==> src/rtl/core_pkg.sv <==
// core_pkg
//   Shared definitions for the hps_io ioctl helpers in this core.
//   - Upload/download file index constants as seen on ioctl_index.
//   - upl_state_t: state encoding of the upload responder FSM.
package core_pkg;

    localparam logic [7:0] UPLOAD_ROM     = 8'd0;
    localparam logic [7:0] UPLOAD_HISCORE = 8'd4;
    localparam logic [7:0] UPLOAD_NVRAM   = 8'd5;
    localparam logic [7:0] UPLOAD_DIP     = 8'd254;

    typedef enum logic [2:0] {
        UPL_IDLE     = 3'd0,
        UPL_PAUSE    = 3'd1,
        UPL_READY    = 3'd2,
        UPL_FETCH_LO = 3'd3,
        UPL_FETCH_HI = 3'd4,
        UPL_RESP     = 3'd5
    } upl_state_t;

endpackage

==> src/rtl/ioctl_upload_responder.sv <==
// ioctl_upload_responder
//   Answers HPS-initiated uploads (core -> HPS) on the hps_io ioctl channel,
//   e.g. hiscore/NVRAM save. Every ioctl_rd is turned into two byte reads
//   from a byte-wide core RAM and answered with one 16-bit word. The core CPU
//   is asked to pause for as long as the upload is active.
//
// Ports
//   clk_sys       system clock
//   reset_n       synchronous active-low reset
//   ioctl_upload  upload active level from hps_io
//   ioctl_index   file index of the running upload
//   ioctl_rd      one-cycle read strobe for ioctl_addr
//   ioctl_addr    even byte address inside the upload
//   ioctl_din     read word, [7:0] = byte at addr, [15:8] = byte at addr+1
//   ioctl_wait    stall towards hps_io
//   pause_req     request to halt the core CPU
//   pause_ack     core CPU halted
//   mem_addr      RAM byte address
//   mem_req       RAM read request, held until mem_ack
//   mem_ack       one-cycle RAM ack, mem_dout valid in the same cycle
//   mem_dout      RAM read data
module ioctl_upload_responder
    import core_pkg::*;
#(
    parameter logic [7:0]        UPLOAD_INDEX = UPLOAD_HISCORE,
    parameter int                MEM_AW       = 12,
    parameter logic [MEM_AW-1:0] BASE         = 12'h000,
    parameter logic [MEM_AW:0]   LENGTH       = 13'd2048,
    parameter logic [15:0]       FILL         = 16'hFFFF
) (
    input  logic              clk_sys,
    input  logic              reset_n,
    input  logic              ioctl_upload,
    input  logic [7:0]        ioctl_index,
    input  logic              ioctl_rd,
    input  logic [26:0]       ioctl_addr,
    output logic [15:0]       ioctl_din,
    output logic              ioctl_wait,
    output logic              pause_req,
    input  logic              pause_ack,
    output logic [MEM_AW-1:0] mem_addr,
    output logic              mem_req,
    input  logic              mem_ack,
    input  logic [7:0]        mem_dout
);

    localparam logic [MEM_AW-1:0] ADDR_ONE = {{(MEM_AW-1){1'b0}}, 1'b1};

    upl_state_t  state_r;
    logic [7:0]  lo_r;          // low byte gathered in FETCH_LO
    logic        pend_r;        // read strobe seen while waiting for the pause
    logic [26:0] pend_addr_r;

    logic        active_s;
    logic        take_rd_s;
    logic [26:0] sel_addr_s;
    logic        in_range_s;

    // Upload qualification, read source selection and range check.
    always_comb begin
        active_s   = 1'b0;
        take_rd_s  = 1'b0;
        sel_addr_s = 27'd0;
        in_range_s = 1'b0;

        active_s  = ioctl_upload && (ioctl_index == UPLOAD_INDEX);
        take_rd_s = pend_r || ioctl_rd;
        if (pend_r) begin
            sel_addr_s = pend_addr_r;
        end else begin
            sel_addr_s = ioctl_addr;
        end
        // Zero-extended so addresses near 2^27 cannot wrap into range.
        in_range_s = ({1'b0, sel_addr_s} + 28'd1) < 28'(LENGTH);
    end

    // Upload FSM with registered outputs and byte-gather register.
    always_ff @(posedge clk_sys) begin
        if (!reset_n) begin
            state_r     <= UPL_IDLE;
            lo_r        <= 8'd0;
            pend_r      <= 1'b0;
            pend_addr_r <= 27'd0;
            ioctl_din   <= 16'd0;
            ioctl_wait  <= 1'b0;
            pause_req   <= 1'b0;
            mem_req     <= 1'b0;
            mem_addr    <= {MEM_AW{1'b0}};
        end else if (!active_s) begin
            // Upload ended or belongs to another index: drop everything,
            // discard any ack arriving now, keep the last word on ioctl_din.
            state_r    <= UPL_IDLE;
            pend_r     <= 1'b0;
            ioctl_wait <= 1'b0;
            pause_req  <= 1'b0;
            mem_req    <= 1'b0;
            mem_addr   <= {MEM_AW{1'b0}};
        end else begin
            case (state_r)
                UPL_IDLE: begin
                    state_r    <= UPL_PAUSE;
                    pend_r     <= 1'b0;
                    pause_req  <= 1'b1;
                    ioctl_wait <= 1'b1;
                end
                UPL_PAUSE: begin
                    if (ioctl_rd) begin
                        pend_r      <= 1'b1;
                        pend_addr_r <= ioctl_addr;
                    end
                    if (pause_ack) begin
                        state_r    <= UPL_READY;
                        // A read already accepted keeps hps_io stalled until
                        // its word is delivered.
                        ioctl_wait <= pend_r || ioctl_rd;
                    end
                end
                UPL_READY: begin
                    if (take_rd_s) begin
                        pend_r     <= 1'b0;
                        ioctl_wait <= 1'b1;
                        if (in_range_s) begin
                            state_r  <= UPL_FETCH_LO;
                            mem_addr <= BASE + sel_addr_s[MEM_AW-1:0];
                            mem_req  <= 1'b1;
                        end else begin
                            state_r   <= UPL_RESP;
                            ioctl_din <= FILL;
                        end
                    end
                end
                UPL_FETCH_LO: begin
                    if (mem_ack) begin
                        lo_r     <= mem_dout;
                        mem_addr <= mem_addr + ADDR_ONE;
                        state_r  <= UPL_FETCH_HI;
                    end
                end
                UPL_FETCH_HI: begin
                    if (mem_ack) begin
                        ioctl_din  <= {mem_dout, lo_r};
                        mem_req    <= 1'b0;
                        ioctl_wait <= 1'b0;
                        state_r    <= UPL_READY;
                    end
                end
                UPL_RESP: begin
                    ioctl_wait <= 1'b0;
                    state_r    <= UPL_READY;
                end
                default: begin
                    state_r    <= UPL_IDLE;
                    ioctl_wait <= 1'b0;
                    pause_req  <= 1'b0;
                    mem_req    <= 1'b0;
                end
            endcase
        end
    end

endmodule

==> config.mk <==
export PLATFORM = sky130hd
export DESIGN_NAME = ioctl_upload_responder
export DESIGN_NICKNAME = d
export VERILOG_FILES = /design/src/rtl/core_pkg.sv /design/src/rtl/ioctl_upload_responder.sv
export SDC_FILE = /design/constraint.sdc
export NUM_CORES = 1
export LEC_CHECK = 0
export CELL_PAD_IN_SITES_DETAIL_PLACEMENT = 0
export CELL_PAD_IN_SITES_GLOBAL_PLACEMENT = 1
export CORE_MARGIN = 2
export CORE_UTILIZATION = 35
export CTS_CLUSTER_DIAMETER = 80
export DETAILED_ROUTE_END_ITERATION = 8
export PLACE_DENSITY_LB_ADDON = 0.1
export REMOVE_ABC_BUFFERS = 1
export SLEW_MARGIN = 5
export SYNTH_ARGS = -nofsm -noshare
export SYNTH_HDL_FRONTEND = slang
export SYNTH_SLANG_ARGS = --single-unit
==> constraint.sdc <==
create_clock -name clk_sys -period 4.1 [get_ports clk_sys]
set_clock_uncertainty 0.05 [all_clocks]
set_input_delay 0.41 -clock clk_sys [delete_from_list [all_inputs] [get_ports clk_sys]]
set_output_delay 0.41 -clock clk_sys [all_outputs]
set_load 0.01 [all_outputs]
Word level (Yosys, flattened, before mapping)
Cells that the tools add are included.

Register bits: 70. Input port bits: 49. Output and inout bits: 31. Word-level logic and storage cells: 70.

Add/subtract/negate cells: 2. Magnitude comparators: 1. Equal/unequal tests: 13. Mux-type cells: 26. Bitwise operators: 2. Reductions and logical operators: 17.

Operators with widths (count): two-way mux 16 bit (3); two-way mux 12 bit (3); case mux 16 bit (2 select lines) (1); adder 27 x 1 -> 28 bit, second input constant (1); < comparator 28 x 12 -> 1 bit, second input constant (1); two-way mux 27 bit (1); case mux 12 bit (2 select lines) (1); case mux 3 bit (6 select lines) (1); AND reduction 4 bit (4); two-way mux 3 bit (5); != test 2 bit, second input constant (7); adder 12 x 1 -> 12 bit, second input constant (1); AND reduction 3 bit (3); equality test 8 x 3 -> 1 bit, second input constant (1); two-way mux 1 bit (7); equality test 3 x 2 -> 1 bit, second input constant (2); equality test 3 bit, second input constant (2); case mux 1 bit (3 select lines) (2); case mux 1 bit (5 select lines) (1); AND reduction 5 bit (1); OR reduction 5 bit (1); nonzero test 2 bit (2); OR reduction 4 bit (1); equality test 3 x 1 -> 1 bit, second input constant (1); other kinds (7) (8).

Depth between registers and ports, before layout
Depth after elaboration: 6. Mapped depth: 13. Gate-level depth less buffers: 10.

Worst setup path after synthesis
OpenSTA, ideal clock, no wires.

Path kind: register to register. Start: reg pend_r. End: reg ioctl_din[0]. Setup time: 0.122 ns. Data arrival time: 2.490 ns. Data required time: 3.928 ns. Path slack: 1.438 ns. Stages on the path, launching flop included: 13. Path buffers: 3. Period minus slack after synthesis: 2.662 ns. Path through: dfxtp_1 buf_6 buf_12 inv_2 mux2i_1 nand4_2 nor4_1 o2111ai_2 nor4_2 o21ai_1 nand4_2 buf_6 a21oi_2.

Cells in the longest elaborated chain, start to end: 5. Elaborated cells on any way between the ends: 7. Those cells by class: 1 x add/sub; 1 x order compare; 2 x eq/ne; 1 x mux; 2 x reduce/logical.

Ends and longest elaborated chain: from (decl) (RTL line ioctl_upload_responder.sv:51) `logic pend_r;`; from (signal assigned) (RTL line ioctl_upload_responder.sv:82) `pend_r <= 1'b0;`; from (signal assigned) (RTL line ioctl_upload_responder.sv:93) `pend_r <= 1'b0;`; from (signal assigned) (RTL line ioctl_upload_responder.sv:102) `pend_r <= 1'b0;`; two-way mux 27 bit (RTL line ioctl_upload_responder.sv:68) `if (pend_r) begin`; adder 27 x 1 -> 28 bit (RTL line ioctl_upload_responder.sv:74) `in_range_s = ({1'b0, sel_addr_s} + 28'd1) < 28'(LENGTH);`; < comparator 28 x 12 -> 1 bit (RTL line ioctl_upload_responder.sv:74); != test 2 bit (no line); AND reduction 5 bit (no line) *; to (signal assigned) (RTL line ioctl_upload_responder.sv:141) `ioctl_din <= {mem_dout, lo_r};`; to (decl) (RTL line ioctl_upload_responder.sv:37) `output logic [15:0] ioctl_din,`.

Mark *: on every way between the ends. The rest lies on a longest branch, timed or not. A chain may end at the register's enable or synchronous reset.

Worst setup path after layout
Start: reg pend_r. End: reg ioctl_din[7].

The elaborated chain is that of the path after synthesis.

==> out/results.tsv <==
stage	metric	value	unit
critical_path	Worst setup SP type	register	
yosys	Cell Area, Synth	4095	sq um
die	Starting Density	35.86	%
route	Initial DRT Pass Iterations	4	
die	die width	112.2	um
yosys	asr flop ratio synth	0	%
clock_tree	Root Driver	clkbuf_16	
yosys	Mean Syn Cell Area	7.921	sq um
critical_path	CP Capture Point	ioctl_din[7]	
grt	GR Util All Layers	18.96	%
place	routability cong.	0.7729	
clock_tree	CTS Sinks	70	
yosys	number of synthesized register bits	70	
yosys	EDFF count, synth	0	
yosys	Synth Instances	517	
critical_path	Worst Reg-to-Reg Cells	10	
layout	area grow syn2layout	29.48	%
grt	largest net degree at the start of global routing	53	
grt	number of global-route vias before repair	3919	
timing	worst slew pin tran	0.7246	ns
timing	RSZ-0062 raised after global routing	no	
critical_path	Reg2Reg Setup Slack	0.49	ns
die	placeable core region	11420	sq um
clock_tree	clock slew seen by the registers of the worst setup and hold paths	0.06	ns
route	Routed wire per std cell	15.61	um
place	# placed instances	719	
critical_path	Req. time, crit path	4.26	ns
pwr	Design Power	0.001663	W
critical_path	delay-heaviest family, CP	simple AND/OR/NAND/NOR gates	
yosys	Most used DFF post-synth	dfxtp_1	
timing	TNS Setup	0	ns
die	I/O pin count	80	
yosys	Distinct cells, synth	65	
critical_path	stages on the worst setup path	10	
yosys	most frequent cells after synthesis	nand2_1 (85), dfxtp_1 (70), o21ai_0 (45), a21boi_0 (36), nor2_1 (27)	
timing	final hold violations	0	
die	FP Rows	39	
route	antenna-violating nets left	0	
layout	fraction of layout cells with a size suffix above 1	9.459	%
pwr	static leakage	1.720	nW
clock_tree	Clock Latency Late Sink	0.34	ns
route	Avg Vias per Cell	5.348	
grt	initial antenna violation count	0	
timing	fin crit period	3.613	ns
critical_path	CP max stage cell	dfxtp_2	
timing	Slew Viols, Final	0	
yosys	Syn. warnings	0	
route	iteration-0 DRC count of the detailed router	264	
critical_path	critical path startpoint	pend_r	
layout	Final Instance Area	5303	sq um
yosys	count leader, synth	nand2_1	
place	placed cell area	4974	sq um
critical_path	CP Capture Type	register	
layout	fin cells	735	
critical_path	WP data arrival	3.77	ns
timing	Rel. slew slack	51.58	%
route	met3 wire len	648	um
route	Routed WL	11470	um
clock_tree	Max clock buf depth	2	
clock_tree	setup bufs post-CTS	0	
route	Routed met1 length	5540	um
critical_path	max incr delay on CP	0.64	ns
min_path	hold crit path type	register to register	
yosys	Synth area leaders	dfxtp_1 (34%), nand2_1 (7.8%), a21boi_0 (6.6%), mux2i_1 (5.6%), o21ai_0 (5.5%)	
yosys	Synth area leader	dfxtp_1	
die	Die Height	112.2	um
pwr	PwrDens	313.7	nW/um^2
timing	Tcrit/Tclk final	88.12	%
critical_path	crit-path max FO	21	
timing	Max Clock Freq	276.8	MHz
critical_path	critical path cell sequence	buf_4 -> nand4_2 -> a21oi_4 -> nand4_2 -> a2111oi_1 -> o22ai_1 -> nor4_2 -> o21ai_1 -> nand4_2 -> a21oi_1	
critical_path	worst flop-to-flop path endpoint	ioctl_din[7]	
layout	fillers	1164	
clock_tree	H-tree levels	3	
grt	global-route wire length before repair	19350	um
status	status	complete, no violations	
die	die area	12580	sq um
route	Top Metal Used	met4	
timing	setup violators final	0	
route	Residual DRC	0	
min_path	HP Start	ioctl_din[4]	
yosys	share of the yosys chip area belonging to registers	34.22	%
route	via count	3931	
grt	grt total ovfl	0	
place	hpwl dp	8062	um
route	routed length on met2	5125	um
critical_path	most frequent CP cell	nand4_2	
yosys	Synth top area share	34.22	%
layout	Diodes inserted	0	
critical_path	Setup CP Type	register to register	
clock_tree	CTS tree	yes	
clock_tree	total CTS buffers	9	
critical_path	Crit path buffers/inverters	1	
layout	final net count	637	
critical_path	FF-to-FF Start	pend_r	
pwr	Peak VDD IR	335.9	uV
flow_run	Max Cap Viol	0	
place	port buffer count	79	
==> power by group <==
group / internal [W] / leakage, nW / switching [W]
clock: 0.000549 / 0.148 / 0.000310
combinational: 0.0000673 / 1.01 / 0.0000567
sequential: 0.000680 / 0.564 / 0.0000000628
==> worst reg2reg max path, delay by kind of cell (launching register included) <==
family          cells  cell delay [ns]
simple gates        4             1.32
buf+inv             1             0.28
compound gates      5             1.20
flops               1             0.64
==> placed cells by master, fill, tap and decap left out, types with 4 or more instances in the layout <==
cell	count
a21boi_0	36
a21oi_1	25
a21oi_2	10
a31oi_1	7
and3_1	7
buf_4	9
clkbuf_16	9
clkdlybuf4s50_1	79
dfxtp_1	69
inv_1	24
mux2_2	4
mux2i_1	23
nand2_1	85
nand2b_1	9
nand3_1	12
nand3b_1	7
nand4_1	10
nor2_1	27
nor2b_1	5
nor3_1	11
o21ai_0	45
or2_0	6
xnor2_1	4
xor2_1	4
==> registers in the layout, indices dropped and copies added, names as in the netlist <==
| signal | flops |
|---|---|
| ioctl_wait | 1 |
| pause_req | 1 |
| lo_r | 8 |
| pend_addr_r | 27 |
| mem_addr | 12 |
| mem_req | 1 |
| state_r | 3 |
| ioctl_din | 16 |
| pend_r | 1 |
==> how the worst min path moves through the flow <==
| stage | slack, ns | depth (start not counted) | to |
|---|---|---|---|
| after floorplan | 0.39 | 2 | lo_r[0] |
| after global placement | 0.39 | 2 | ioctl_din[8] |
| after detailed placement | 0.39 | 2 | ioctl_din[8] |
| after CTS | 0.41 | 2 | ioctl_din[8] |
| after global routing | 0.42 | 2 | ioctl_din[0] |
| final | 0.40 | 2 | ioctl_din[4] |
==> cells by family after synthesis <==
kind of cell | synth area share, %
AO/OA/AOI/OAI | 25.88
multiplexers | 7.058
XOR/XNOR | 1.711
AND/OR/NAND/NOR | 24.63
adder cells (fa/ha/maj) | 0.3055
buffers and inverters | 6.202
flip-flops | 34.22
==> per-layer routing <==
| layer | global-route usage (%) | vias up |
|---|---|---|
| met3 | 6.533 | 12 |
| li1 | - | 1967 |
| met5 | 0 | - |
| met4 | 5.285 | 0 |
| met1 | 24.97 | 1863 |
| met2 | 29.68 | 89 |
==> through the flow <==
step | utilization, % | worst slack [ns] | hold WS (ns)
CTS | 46.41 | 0.3830 | 0.4064
floorplan | - | 0.1792 | 0.3877
detailed placement | 43.56 | 0.2648 | 0.3943
global placement | 43.56 | 0.4040 | 0.3861
global route | 46.44 | 0.1692 | 0.4246
finish | 46.44 | 0.4870 | 0.3977
==> repair_timing <==
action,CTS,global route
endpoints found under the setup margin,0,1
hold buffers,0,0
hold endpoints to repair,0,0
gates resized for setup,0,1
==> final cells by class <==
cell class	count	area, sq um	area share, %
clock inverters	5	82.58	1.557
repair buffers	88	858.3	16.19
multi-input cells	393	2444	46.08
clock buffers	11	242.7	4.578
well taps	143	178.9	3.374
flip-flops and latches	70	1403	26.45
inverters	25	93.84	1.770
Power figures use the tool's default switching activity.
